==> config.mk <==
export PLATFORM = sky130hd
export DESIGN_NAME = ahbl_splitter
export DESIGN_NICKNAME = d
export VERILOG_FILES = /design/src/rtl/ahbl_splitter.sv
export SDC_FILE = /design/constraint.sdc
export NUM_CORES = 1
export LEC_CHECK = 0
export ABC_AREA = 0
export BUFFER_PORTS_ARGS = -buffer_cell sky130_fd_sc_hd__clkbuf_2
export CORE_AREA = 2 2 131 133
export DETAILED_ROUTE_END_ITERATION = 8
export DIE_AREA = 0 0 133 135
export PLACE_DENSITY_LB_ADDON = 0.08
export SYNTH_ARGS = -nofsm -noshare
export SYNTH_HDL_FRONTEND = slang
export SYNTH_SLANG_ARGS = --single-unit
==> constraint.sdc <==
create_clock -name clk -period 1.2 [get_ports clk]
set_input_delay 0.12 -clock clk [delete_from_list [all_inputs] [get_ports clk]]
set_output_delay 0.12 -clock clk [all_outputs]
set_load 0.03 [all_outputs]
==> src/rtl/ahbl_splitter.sv <==
// AHB-Lite 1:N address decoder. Routes each address phase to the single slave
// whose (addr & mask) == base (lowest index wins on overlap), remembers the
// selection for the data phase, muxes the response back, and answers
// unmapped accesses with a built-in two-cycle ERROR response.

// Per-slave address match and address-phase fan-out.
module ahbl_splitter_port #(
    parameter int                W_ADDR = 32,
    parameter int                W_DATA = 32,
    parameter logic [W_ADDR-1:0] MAP    = '0,
    parameter logic [W_ADDR-1:0] MASK   = '0
) (
    input  logic [W_ADDR-1:0] haddr,
    input  logic              hwrite,
    input  logic [1:0]        htrans,
    input  logic [2:0]        hsize,
    input  logic [2:0]        hburst,
    input  logic [3:0]        hprot,
    input  logic              hmastlock,
    input  logic [W_DATA-1:0] hwdata,
    input  logic              hready,
    input  logic              sel,
    output logic              match,
    output logic [W_ADDR-1:0] m_haddr,
    output logic              m_hwrite,
    output logic [1:0]        m_htrans,
    output logic [2:0]        m_hsize,
    output logic [2:0]        m_hburst,
    output logic [3:0]        m_hprot,
    output logic              m_hmastlock,
    output logic [W_DATA-1:0] m_hwdata,
    output logic              m_hready
);

    assign match       = ((haddr & MASK) == MAP);
    // Only the selected slave ever sees an active transfer.
    assign m_htrans    = sel ? htrans : 2'b00;
    assign m_haddr     = haddr;
    assign m_hwrite    = hwrite;
    assign m_hsize     = hsize;
    assign m_hburst    = hburst;
    assign m_hprot     = hprot;
    assign m_hmastlock = hmastlock;
    assign m_hwdata    = hwdata;
    assign m_hready    = hready;

endmodule

module ahbl_splitter #(
    parameter int                        N_PORTS   = 2,
    parameter int                        W_ADDR    = 32,
    parameter int                        W_DATA    = 32,
    parameter logic [N_PORTS*W_ADDR-1:0] ADDR_MAP  = '0,
    parameter logic [N_PORTS*W_ADDR-1:0] ADDR_MASK = '0
) (
    input  logic                        clk,
    input  logic                        rst_n,
    // upstream (slave port)
    input  logic                        ahbls_hready,
    output logic                        ahbls_hready_resp,
    output logic                        ahbls_hresp,
    input  logic [W_ADDR-1:0]           ahbls_haddr,
    input  logic                        ahbls_hwrite,
    input  logic [1:0]                  ahbls_htrans,
    input  logic [2:0]                  ahbls_hsize,
    input  logic [2:0]                  ahbls_hburst,
    input  logic [3:0]                  ahbls_hprot,
    input  logic                        ahbls_hmastlock,
    input  logic [W_DATA-1:0]           ahbls_hwdata,
    output logic [W_DATA-1:0]           ahbls_hrdata,
    // downstream (master ports)
    output logic [N_PORTS-1:0]          ahblm_hready,
    input  logic [N_PORTS-1:0]          ahblm_hready_resp,
    input  logic [N_PORTS-1:0]          ahblm_hresp,
    output logic [N_PORTS*W_ADDR-1:0]   ahblm_haddr,
    output logic [N_PORTS-1:0]          ahblm_hwrite,
    output logic [N_PORTS*2-1:0]        ahblm_htrans,
    output logic [N_PORTS*3-1:0]        ahblm_hsize,
    output logic [N_PORTS*3-1:0]        ahblm_hburst,
    output logic [N_PORTS*4-1:0]        ahblm_hprot,
    output logic [N_PORTS-1:0]          ahblm_hmastlock,
    output logic [N_PORTS*W_DATA-1:0]   ahblm_hwdata,
    input  logic [N_PORTS*W_DATA-1:0]   ahblm_hrdata
);

    localparam logic [1:0] ST_IDLE = 2'd0;
    localparam logic [1:0] ST_ERR1 = 2'd1;
    localparam logic [1:0] ST_ERR2 = 2'd2;

    logic [N_PORTS-1:0] match;
    logic [N_PORTS-1:0] sel_a;
    logic [N_PORTS-1:0] sel_d_d, sel_d_q;
    logic [N_PORTS-1:0] resp_sel;
    logic               err_req_d, err_req_q;
    logic [1:0]         state_d, state_q;
    logic               active;
    logic               unmapped;
    logic               err_capture;

    for (genvar i = 0; i < N_PORTS; i++) begin : g_port
        ahbl_splitter_port #(
            .W_ADDR (W_ADDR),
            .W_DATA (W_DATA),
            .MAP    (ADDR_MAP[i*W_ADDR +: W_ADDR]),
            .MASK   (ADDR_MASK[i*W_ADDR +: W_ADDR])
        ) u_port (
            .haddr       (ahbls_haddr),
            .hwrite      (ahbls_hwrite),
            .htrans      (ahbls_htrans),
            .hsize       (ahbls_hsize),
            .hburst      (ahbls_hburst),
            .hprot       (ahbls_hprot),
            .hmastlock   (ahbls_hmastlock),
            .hwdata      (ahbls_hwdata),
            .hready      (ahbls_hready),
            .sel         (sel_a[i]),
            .match       (match[i]),
            .m_haddr     (ahblm_haddr[i*W_ADDR +: W_ADDR]),
            .m_hwrite    (ahblm_hwrite[i]),
            .m_htrans    (ahblm_htrans[i*2 +: 2]),
            .m_hsize     (ahblm_hsize[i*3 +: 3]),
            .m_hburst    (ahblm_hburst[i*3 +: 3]),
            .m_hprot     (ahblm_hprot[i*4 +: 4]),
            .m_hmastlock (ahblm_hmastlock[i]),
            .m_hwdata    (ahblm_hwdata[i*W_DATA +: W_DATA]),
            .m_hready    (ahblm_hready[i])
        );
    end

    // Priority select: scan high to low so the lowest matching index is kept.
    always_comb begin
        sel_a = '0;
        for (int i = N_PORTS - 1; i >= 0; i--) begin
            if (match[i]) begin
                sel_a    = '0;
                sel_a[i] = 1'b1;
            end
        end
    end

    assign active      = ahbls_htrans[1];
    assign unmapped    = (sel_a == '0);
    assign err_capture = ahbls_hready && active && unmapped;

    // Data-phase selection advances only when the address phase is accepted.
    always_comb begin
        sel_d_d   = sel_d_q;
        err_req_d = err_req_q;
        if (ahbls_hready) begin
            sel_d_d   = active ? sel_a : '0;
            err_req_d = active && unmapped;
        end
    end

    // Default-slave sequencing: ERR1 (wait, ERROR) then ERR2 (ready, ERROR).
    always_comb begin
        state_d = state_q;
        case (state_q)
            ST_IDLE: if (err_capture) state_d = ST_ERR1;
            ST_ERR1: state_d = ST_ERR2;
            ST_ERR2: state_d = err_capture ? ST_ERR1 : ST_IDLE;
            default: state_d = ST_IDLE;
        endcase
    end

    // Data-phase state registers.
    always_ff @(posedge clk or negedge rst_n) begin
        if (!rst_n) begin
            sel_d_q   <= '0;
            err_req_q <= 1'b0;
            state_q   <= ST_IDLE;
        end else begin
            sel_d_q   <= sel_d_d;
            err_req_q <= err_req_d;
            state_q   <= state_d;
        end
    end

    // An error data phase never forwards any slave's response.
    assign resp_sel = err_req_q ? '0 : sel_d_q;

    // Response mux: owning slave, else default slave, else idle OKAY.
    always_comb begin
        ahbls_hready_resp = 1'b1;
        ahbls_hresp       = 1'b0;
        ahbls_hrdata      = '0;
        for (int i = 0; i < N_PORTS; i++) begin
            if (resp_sel[i]) begin
                ahbls_hready_resp = ahblm_hready_resp[i];
                ahbls_hresp       = ahblm_hresp[i];
                ahbls_hrdata      = ahblm_hrdata[i*W_DATA +: W_DATA];
            end
        end
        case (state_q)
            ST_ERR1: begin
                ahbls_hready_resp = 1'b0;
                ahbls_hresp       = 1'b1;
                ahbls_hrdata      = '0;
            end
            ST_ERR2: begin
                ahbls_hready_resp = 1'b1;
                ahbls_hresp       = 1'b1;
                ahbls_hrdata      = '0;
            end
            default: ;
        endcase
    end

endmodule

==> results of run 1 <==
[power groups by stage]
| stage | Clock (mW) | Sequential, mW | Combinational, mW |
|---|---|---|---|
| floorplan | 0 | 0.0417 | 1.28 |
| global placement | 0 | 0.0423 | 0.494 |
| detailed placement | 0 | 0.0417 | 0.486 |
| CTS | 0 | 0.0417 | 0.489 |
| global route | 0 | 0.0418 | 0.510 |
| finish | 0 | 0.0416 | 0.478 |
[area by class of cell]
| type | instances | share of cell area, % |
|---|---|---|
| sequential | 1 | 2.55 |
| multi-input combinational | 37 | 27.9 |
| timing repair buffer | 77 | 41.5 |
| tap | 220 | 28.0 |
[layout by cell type (no fill, tap or decap), drive strengths merged]
| cell type | count |
|---|---|
| and2 | 33 |
| clkbuf | 74 |
| dlygate4sd3 | 1 |
| dfrtp | 1 |
| conb | 2 |
| buf | 2 |
| or2b | 1 |
| mux2 | 1 |
[cells by family after synthesis]
| kind of cell | synth area share [%] |
|---|---|
| muxes | 0.752 |
| other | 0.251 |
| DFF | 1.67 |
| buffers and inverters | 80.3 |
| and+or+nand+nor | 17.1 |
[metal layers]
metal / part of all wire, % / wire length (microns) / vias to the layer above
met5: 0 / 0 / -
met4: 15 / 351 / 0
met3: 16 / 390 / 53
met2: 45 / 1070 / 64
met1: 24 / 576 / 211
li1: - / - / 265
[final timing paths]
path                                              from                endpoint  depth (start not counted)
worst max-delay path            sel_d_q[0]$_DFFE_PN0P_       ahbls_hready_resp                          3
worst min-delay path                  ahbls_hwdata[16]        ahblm_hwdata[48]                          0
worst max register to register  sel_d_q[0]$_DFFE_PN0P_  sel_d_q[0]$_DFFE_PN0P_                          2
worst min register to register  sel_d_q[0]$_DFFE_PN0P_  sel_d_q[0]$_DFFE_PN0P_                          2
max in group asynchronous                        rst_n  sel_d_q[0]$_DFFE_PN0P_                          2
min in group asynchronous                        rst_n  sel_d_q[0]$_DFFE_PN0P_                          2
[per-stage QoR]
stage,cells,area (sq um)
2_1_floorplan,199,1500
3_3_place_gp,334,972
3_5_place_dp,334,972
4_1_cts,335,982
5_1_grt,335,982
6_report,335,982
[what timing repair did]
action | in CTS | in global routing
endpoints found under the hold margin | 1 | 0
hold buffers | 1 | 0
gates resized for setup | 0 | 0
==> flow_metrics.env, run 1 <==
export IMPL_p_total_uw=519
export IMPL_final_min_clock_period_ns=1.06
export IMPL_diodes=0
export IMPL_multi_input_area_sq_um=274
export IMPL_status="completed"
export IMPL_seq_area_frac_synth_pct=1.67
export IMPL_startpoint_type="flip-flop"
export IMPL_synth_cell_types=7
export IMPL_largest_reg_flops=1
export IMPL_drc=0
export IMPL_yosysTopAreaCell="buf_4"
export IMPL_final_util_pct=5.99
export IMPL_dp_slack_ns=0.120
export IMPL_critPathKind="reg2out"
export IMPL_required_ns=1.08
export IMPL_setup_viol=0
export IMPL_drt_iter0_drc=3
export IMPL_regMostFlops="sel_d_q"
export IMPL_cp_arrival_ns=0.94
export IMPL_met1_usage_pct=1.58
export IMPL_ff_latch_area_sq_um=25.0
export IMPL_vias=593
export IMPL_drt_first_pass_iters=4
export IMPL_drive_gt1_share_pct=95.7
export IMPL_path_max_fanout=25
export IMPL_core_area_sq_um=16400
export IMPL_finalWeightedCongestion=0.559
export IMPL_max_cap_violations=0
export IMPL_power_leakage_nw=0.471
export IMPL_clk_latency_ns=0
export IMPL_die_area_sq_um=18000
export IMPL_maxSlewViolCount=0
export IMPL_grt_pass1_wl_microns=3210
export IMPL_synth_main_ff_cell="dfrtp_1"
export IMPL_synth_top_area_share_pct=79.3
export IMPL_vias_per_cell=1.77
export IMPL_met3_usage_pct=0.713
export IMPL_initial_core_util_pct=9.12
export IMPL_final_hold_violation_count=0
export IMPL_slowest_stage="dfrtp_1"
export IMPL_clkPwrFrac_pct=0
export IMPL_finalClockSkew_ns=0
export IMPL_dp_hpwl_microns=2050
export IMPL_clk_pin_slew_ns=0
export IMPL_cp_num_buf_inv=2
export IMPL_seqPwrFrac_pct=8.0
export IMPL_holdCritPathClass="in2out"
export IMPL_cts_setup_buffers=0
export IMPL_path_cells="buf_12 -> or2b_1 -> clkbuf_2"
export IMPL_rsz0062_at_grt="no"
export IMPL_synth_edff_count=0
export IMPL_antenna_found_initial=0
export IMPL_crit_path_max_incr_delay_ns=0.37
export IMPL_async_flop_share_pct=100
export IMPL_grt_ovfl_total=0
export IMPL_finalNetCount=266
export IMPL_postRouteAntennaNets=0
export IMPL_ys_warn_count=0
export IMPL_setup_slack_ns=0.137
export IMPL_avgRoutedWirePerCell_microns=7.14
export IMPL_ys_ff_latch=1
export IMPL_grt_usage_pct=2.17
export IMPL_io_pins=341
export IMPL_routed_wl_microns=2390
export IMPL_synthCells=198
export IMPL_syn_to_final_growth_pct=-34.4
export IMPL_crit_family="flip-flops"
export IMPL_die_height_microns=135
export IMPL_synthTopCellsByArea="buf_4 (79%), and2_2 (17%), dfrtp_1 (1.7%)"
export IMPL_endpoint_kind="output pin"
export IMPL_grtUsageMet2_pct=3.45
export IMPL_power_density_nw_per_um2=529
export IMPL_peakVddDrop_uv=211
export IMPL_p_int_uw=220
export IMPL_power_switching_uw=299
export IMPL_avgSynthCellArea_sq_um=7.56
export IMPL_rows=47
export IMPL_n_fill_cell=1935
export IMPL_port_buffers=74
export IMPL_synthTopCellsByCount="buf_4 (158), and2_2 (33), clkbuf_2 (3)"
export IMPL_r2r_slack_ns=0.26
export IMPL_chipWidth_microns=133
export IMPL_busiest_layer="met4"
export IMPL_synth_cell_area_sq_um=1500
export IMPL_grt_pass1_vias=595
export IMPL_switching_share_pct=57.6
export IMPL_finalSetupTns_ns=0
export IMPL_p_comb_share_pct=92.0
export IMPL_reg_top3="sel_d_q: 1 flops"
export IMPL_period_share_pct=88.6
export IMPL_yosysMostFrequentCell="buf_4"
export IMPL_whs_ns=0.240
export IMPL_grt_max_degree=26
export IMPL_fmax_mhz=941
No activity file was read; power rests on OpenSTA's default activity.
==> run 2, diff against run 1 <==
--- a/config.mk
+++ b/config.mk
@@ -7,9 +7,9 @@
 export LEC_CHECK = 0
 export ABC_AREA = 0
 export BUFFER_PORTS_ARGS = -buffer_cell sky130_fd_sc_hd__clkbuf_2
-export CORE_AREA = 2 2 131 133
+export CORE_AREA = 2 2 134 136
 export DETAILED_ROUTE_END_ITERATION = 8
-export DIE_AREA = 0 0 133 135
+export DIE_AREA = 0 0 136 138
 export PLACE_DENSITY_LB_ADDON = 0.08
 export SYNTH_ARGS = -nofsm -noshare
 export SYNTH_HDL_FRONTEND = slang
==> constraint.sdc (replaced) <==
create_clock -name clk -period 1.1 [get_ports clk]
set_input_delay 0.11 -clock clk [delete_from_list [all_inputs] [get_ports clk]]
set_output_delay 0.11 -clock clk [all_outputs]
set_load 0.03 [all_outputs]
==> run 2 against run 1 <==
Net effect: first-iteration DRC count grew 33%; sequential share of layout area is essentially flat; clock skew is the same; global-route usage shrank 0.11 points; worst hold slack lost 0.020 ns; final cell count grew 2.7%; total power grew 8.6%; wire length shrank 3.1%; largest power group unchanged.
==> flow_metrics.env, run 2 (same netlist as run 1, synthesis figures left out) <==
export IMPL_status="completed"
export IMPL_path_cells="buf_12 -> or2b_1 -> buf_2"
export IMPL_reg_top3="sel_d_q: 1 flops"
export IMPL_dp_slack_ns=0.0334
export IMPL_core_area_sq_um=17500
export IMPL_finalNetCount=266
export IMPL_max_cap_violations=0
export IMPL_grt_pass1_wl_microns=3250
export IMPL_required_ns=0.99
export IMPL_rsz0062_at_grt="yes"
export IMPL_antenna_found_initial=0
export IMPL_final_min_clock_period_ns=1.04
export IMPL_drt_iter0_drc=4
export IMPL_crit_path_max_incr_delay_ns=0.37
export IMPL_largest_reg_flops=1
export IMPL_finalClockSkew_ns=0
export IMPL_layout_commonest_cell="clkbuf_2"
export IMPL_initial_core_util_pct=8.53
export IMPL_diodes=0
export IMPL_maxSlewViolCount=0
export IMPL_critPathKind="reg2out"
export IMPL_whs_ns=0.220
export IMPL_path_max_fanout=25
export IMPL_fmax_mhz=962
export IMPL_io_pins=341
export IMPL_drc=0
export IMPL_final_util_pct=5.67
export IMPL_endpoint_kind="output pin"
export IMPL_clk_pin_slew_ns=0
export IMPL_reg2regPathDepth=2
export IMPL_power_density_nw_per_um2=568
export IMPL_final_hold_violation_count=0
export IMPL_startpoint_type="flip-flop"
export IMPL_syn_to_final_growth_pct=-33.6
export IMPL_die_area_sq_um=18800
export IMPL_grt_ovfl_total=0
export IMPL_routed_wl_microns=2320
export IMPL_regMostFlops="sel_d_q"
export IMPL_place_area_sq_um=983
export IMPL_vias=607
export IMPL_chipWidth_microns=136
export IMPL_vias_per_cell=1.76
export IMPL_clk_latency_ns=0
export IMPL_port_buffers=74
export IMPL_drive_gt1_share_pct=95.7
export IMPL_grt_usage_pct=2.07
export IMPL_finalWeightedCongestion=0.544
export IMPL_layout_common_cells="clkbuf_2 (73), and2_2 (33), conb_1 (2)"
export IMPL_postRouteAntennaNets=0
export IMPL_ff_latch_area_sq_um=25.0
export IMPL_cp_arrival_ns=0.93
export IMPL_n_fill_cell=2110
export IMPL_setup_slack_ns=0.0609
export IMPL_period_share_pct=94.5
export IMPL_setup_viol=0
export IMPL_avgRoutedWirePerCell_microns=6.74
export IMPL_p_total_uw=564
export IMPL_grt_pass1_vias=633
export IMPL_drt_first_pass_iters=2
export IMPL_peakVddDrop_uv=231
export IMPL_multi_input_area_sq_um=274
export IMPL_rows=49
export IMPL_slowest_stage="dfrtp_1"
export IMPL_die_height_microns=138
export IMPL_hold_depth=0
export IMPL_holdCritPathClass="in2out"
export IMPL_power_leakage_nw=0.470
export IMPL_grt_max_degree=26
export IMPL_final_cell_area_sq_um=993
## run 2: cell types whose count changed in the layout (fill, tap and decap cells not counted)
cell | before | now
buf_2 | 0 | 1
clkbuf_2 | 74 | 73
## run 2: critical path: cells and delay by family, from the launching register on
kind / cells / cell delay [ns]
buffers and inverters: 2 / 0.33
AND/OR/NAND/NOR: 1 / 0.23
flip-flops: 1 / 0.37
## run 2: stage by stage
step / setup TNS, ns / instances
global route: -0.00796 / 344
detailed placement: 0 / 343
floorplan: 0 / 199
global placement: 0 / 343
finish: 0 / 344
CTS: 0 / 344
## run 2: worst paths after layout
path	start	slack (ns)	endpoint
setup / recovery	sel_d_q[0]$_DFFE_PN0P_	0.06	ahbls_hready_resp
hold / removal	ahbls_haddr[8]	0.22	ahblm_haddr[40]
setup reg to reg	sel_d_q[0]$_DFFE_PN0P_	0.17	sel_d_q[0]$_DFFE_PN0P_
hold reg to reg	sel_d_q[0]$_DFFE_PN0P_	0.72	sel_d_q[0]$_DFFE_PN0P_
max in group asynchronous	rst_n	0.59	sel_d_q[0]$_DFFE_PN0P_
min in group asynchronous	rst_n	0.43	sel_d_q[0]$_DFFE_PN0P_
## run 2: layer usage
| metal | vias to the layer above | share of wire, % | GRT usage [%] | wire length, microns |
|---|---|---|---|---|
| met2 | 66 | 46 | 3.54 | 1060 |
| met5 | - | 0 | 0 | 0 |
| li1 | 265 | - | - | - |
| met4 | 0 | 10 | 2.63 | 236 |
| met1 | 237 | 25 | 1.56 | 569 |
| met3 | 39 | 19 | 0.770 | 449 |
## run 2: report_power, final
group	internal, mW	switching, mW
clock	0	0
combinational	0.199	0.320
sequential	0.0412	0.00376
## run 2: layout make-up
class	instances	area share, %
multi-input combinational	37	27.6
sequential	1	2.52
tap	229	28.8
timing repair buffer	77	41.1
## run 2: what timing repair did
item                                    CTS  global route
hold buffers                              1             0
gates resized for setup                   0             1
endpoints found under the setup margin    0             1
hold endpoints to repair                  1             0
setup buffers                             0             0
==> run 3, diff against run 2 <==
--- a/config.mk
+++ b/config.mk
@@ -7,9 +7,11 @@
 export LEC_CHECK = 0
 export ABC_AREA = 0
 export BUFFER_PORTS_ARGS = -buffer_cell sky130_fd_sc_hd__clkbuf_2
-export CORE_AREA = 2 2 134 136
+export CELL_PAD_IN_SITES_DETAIL_PLACEMENT = 2
+export CELL_PAD_IN_SITES_GLOBAL_PLACEMENT = 2
+export CORE_AREA = 3 3 130 132
 export DETAILED_ROUTE_END_ITERATION = 8
-export DIE_AREA = 0 0 136 138
+export DIE_AREA = 0 0 133 135
 export PLACE_DENSITY_LB_ADDON = 0.08
 export SYNTH_ARGS = -nofsm -noshare
 export SYNTH_HDL_FRONTEND = slang
==> run 3 against run 2 <==
Net effect: utilization is 0.46 points higher; final area is 2.4% lower; register-to-register slack hardly changed; global-route usage is 0.56 points higher; flip-flop and latch count stayed put; largest cell class unchanged; highest routed layer unchanged; clock skew stayed put; sequential share of layout area is 0.062 points higher; total power is 0.90% higher; wire length is 29% higher.
==> flow_metrics.env, run 3 (same netlist as run 1, synthesis figures left out) <==
export IMPL_status="completed"
export IMPL_layout_common_cells="clkbuf_2 (73), and2_2 (33), conb_1 (2)"
export IMPL_core_area_sq_um=15800
export IMPL_required_ns=0.99
export IMPL_fin_cells=330
export IMPL_fmax_mhz=951
export IMPL_chipWidth_microns=133
export IMPL_startpoint_type="flip-flop"
export IMPL_placed_cells=329
export IMPL_hold_depth=0
export IMPL_die_height_microns=135
export IMPL_rows=46
export IMPL_cts_setup_buffers=0
export IMPL_holdPathEnd="ahblm_hwdata[14]"
export IMPL_clk_pin_slew_ns=0
export IMPL_vias_per_cell=1.99
export IMPL_peakVddDrop_uv=186
export IMPL_grt_pass1_vias=735
export IMPL_port_buffers=74
export IMPL_setup_slack_ns=0.0482
export IMPL_setup_viol=0
export IMPL_holdCritPathClass="in2out"
export IMPL_power_leakage_nw=0.465
export IMPL_drt_first_pass_iters=3
export IMPL_place_area_sq_um=960
export IMPL_rsz0062_at_grt="yes"
export IMPL_timing_rr_start="sel_d_q[0]$_DFFE_PN0P_"
export IMPL_power_density_nw_per_um2=587
export IMPL_final_cell_area_sq_um=970
export IMPL_grt_usage_pct=2.62
export IMPL_n_fill_cell=1919
export IMPL_die_area_sq_um=18000
export IMPL_dp_hpwl_microns=2630
export IMPL_max_cap_violations=0
export IMPL_routed_wl_microns=2980
export IMPL_endpoint_kind="output pin"
export IMPL_drc=0
export IMPL_final_hold_violation_count=0
export IMPL_holdCritStartpoint="ahbls_hwdata[14]"
export IMPL_diodes=0
export IMPL_period_share_pct=95.6
export IMPL_io_pins=341
export IMPL_finalClockSkew_ns=0
export IMPL_r2r_end="sel_d_q[0]$_DFFE_PN0P_"
export IMPL_maxSlewViolCount=0
export IMPL_grt_pass1_wl_microns=3950
export IMPL_vias=658
export IMPL_r2r_slack_ns=0.18
export IMPL_antenna_found_initial=0
export IMPL_syn_to_final_growth_pct=-35.2
export IMPL_reg_top3="sel_d_q: 1 flops"
export IMPL_critPathKind="reg2out"
export IMPL_finalNetCount=265
export IMPL_clk_latency_ns=0
export IMPL_grt_ovfl_total=0
export IMPL_final_min_clock_period_ns=1.05
export IMPL_cp_arrival_ns=0.94
export IMPL_grt_max_degree=36
export IMPL_reg2regPathDepth=2
export IMPL_layout_commonest_cell="clkbuf_2"
export IMPL_initial_core_util_pct=9.45
export IMPL_largest_reg_flops=1
export IMPL_postRouteAntennaNets=0
export IMPL_regMostFlops="sel_d_q"
export IMPL_avgRoutedWirePerCell_microns=9.04
export IMPL_drive_gt1_share_pct=95.6
export IMPL_path_max_fanout=35
export IMPL_dp_slack_ns=0.00647
export IMPL_finalWeightedCongestion=0.596
export IMPL_drt_iter0_drc=1
## run 3: cell types whose count changed in the layout (fill, tap and decap cells not counted), sizes merged
| cell | before | now |
|---|---|---|
| buf | 3 | 2 |
## run 3: stage by stage
step / utilization (%) / hold slack [ns] / total power, mW / setup TNS (ns)
2_1_floorplan: - / -0.186 / 1.44 / 0
3_3_place_gp: 6.06 / -0.115 / 0.579 / 0
3_5_place_dp: 6.06 / -0.114 / 0.582 / 0
4_1_cts: 6.13 / 0.220 / 0.586 / 0
5_1_grt: 6.13 / 0.220 / 0.609 / -0.00313
6_report: 6.13 / 0.220 / 0.569 / 0
## run 3: report_power, final
group	internal [mW]	switching, mW	total (mW)
registers	0.0412	0.00289	0.0441
logic	0.195	0.330	0.525
clock network	0	0	0
## run 3: layout make-up
class	instances	area [sq um]	share of cell area [%]
Sequential cell	1	25.0	2.58
Timing Repair Buffer	76	400	41.3
Multi-Input combinational cell	37	274	28.3
Tap cell	216	270	27.9
## run 3: worst max path at each step
stage,start,end,cells after the start
2_1_floorplan,sel_d_q[0]$_DFFE_PN0P_,ahbls_hrdata[0],2
3_3_place_gp,sel_d_q[0]$_DFFE_PN0P_,ahbls_hready_resp,3
3_5_place_dp,sel_d_q[0]$_DFFE_PN0P_,ahbls_hready_resp,3
4_1_cts,sel_d_q[0]$_DFFE_PN0P_,ahbls_hready_resp,3
5_1_grt,sel_d_q[0]$_DFFE_PN0P_,ahbls_hready_resp,3
6_report,sel_d_q[0]$_DFFE_PN0P_,ahbls_hready_resp,3
## run 3: per-layer routing
layer	vias up	global-route usage, %	share of wire [%]
li1	264	-	-
met4	0	4.16	15
met2	70	4.85	49
met5	-	0	0
met3	59	0.820	16
met1	265	1.55	20
## run 3: worst max-delay path, stage by stage (launching register included)
cell and delay [ns]:
dfrtp_1 0.35, buf_12 0.16, or2b_1 0.23, buf_2 0.18
## run 3: timing repair
item,CTS,global route
hold buffers,1,0
endpoints found under the setup margin,0,1
endpoints found under the hold margin,1,0
gates resized for setup,0,1
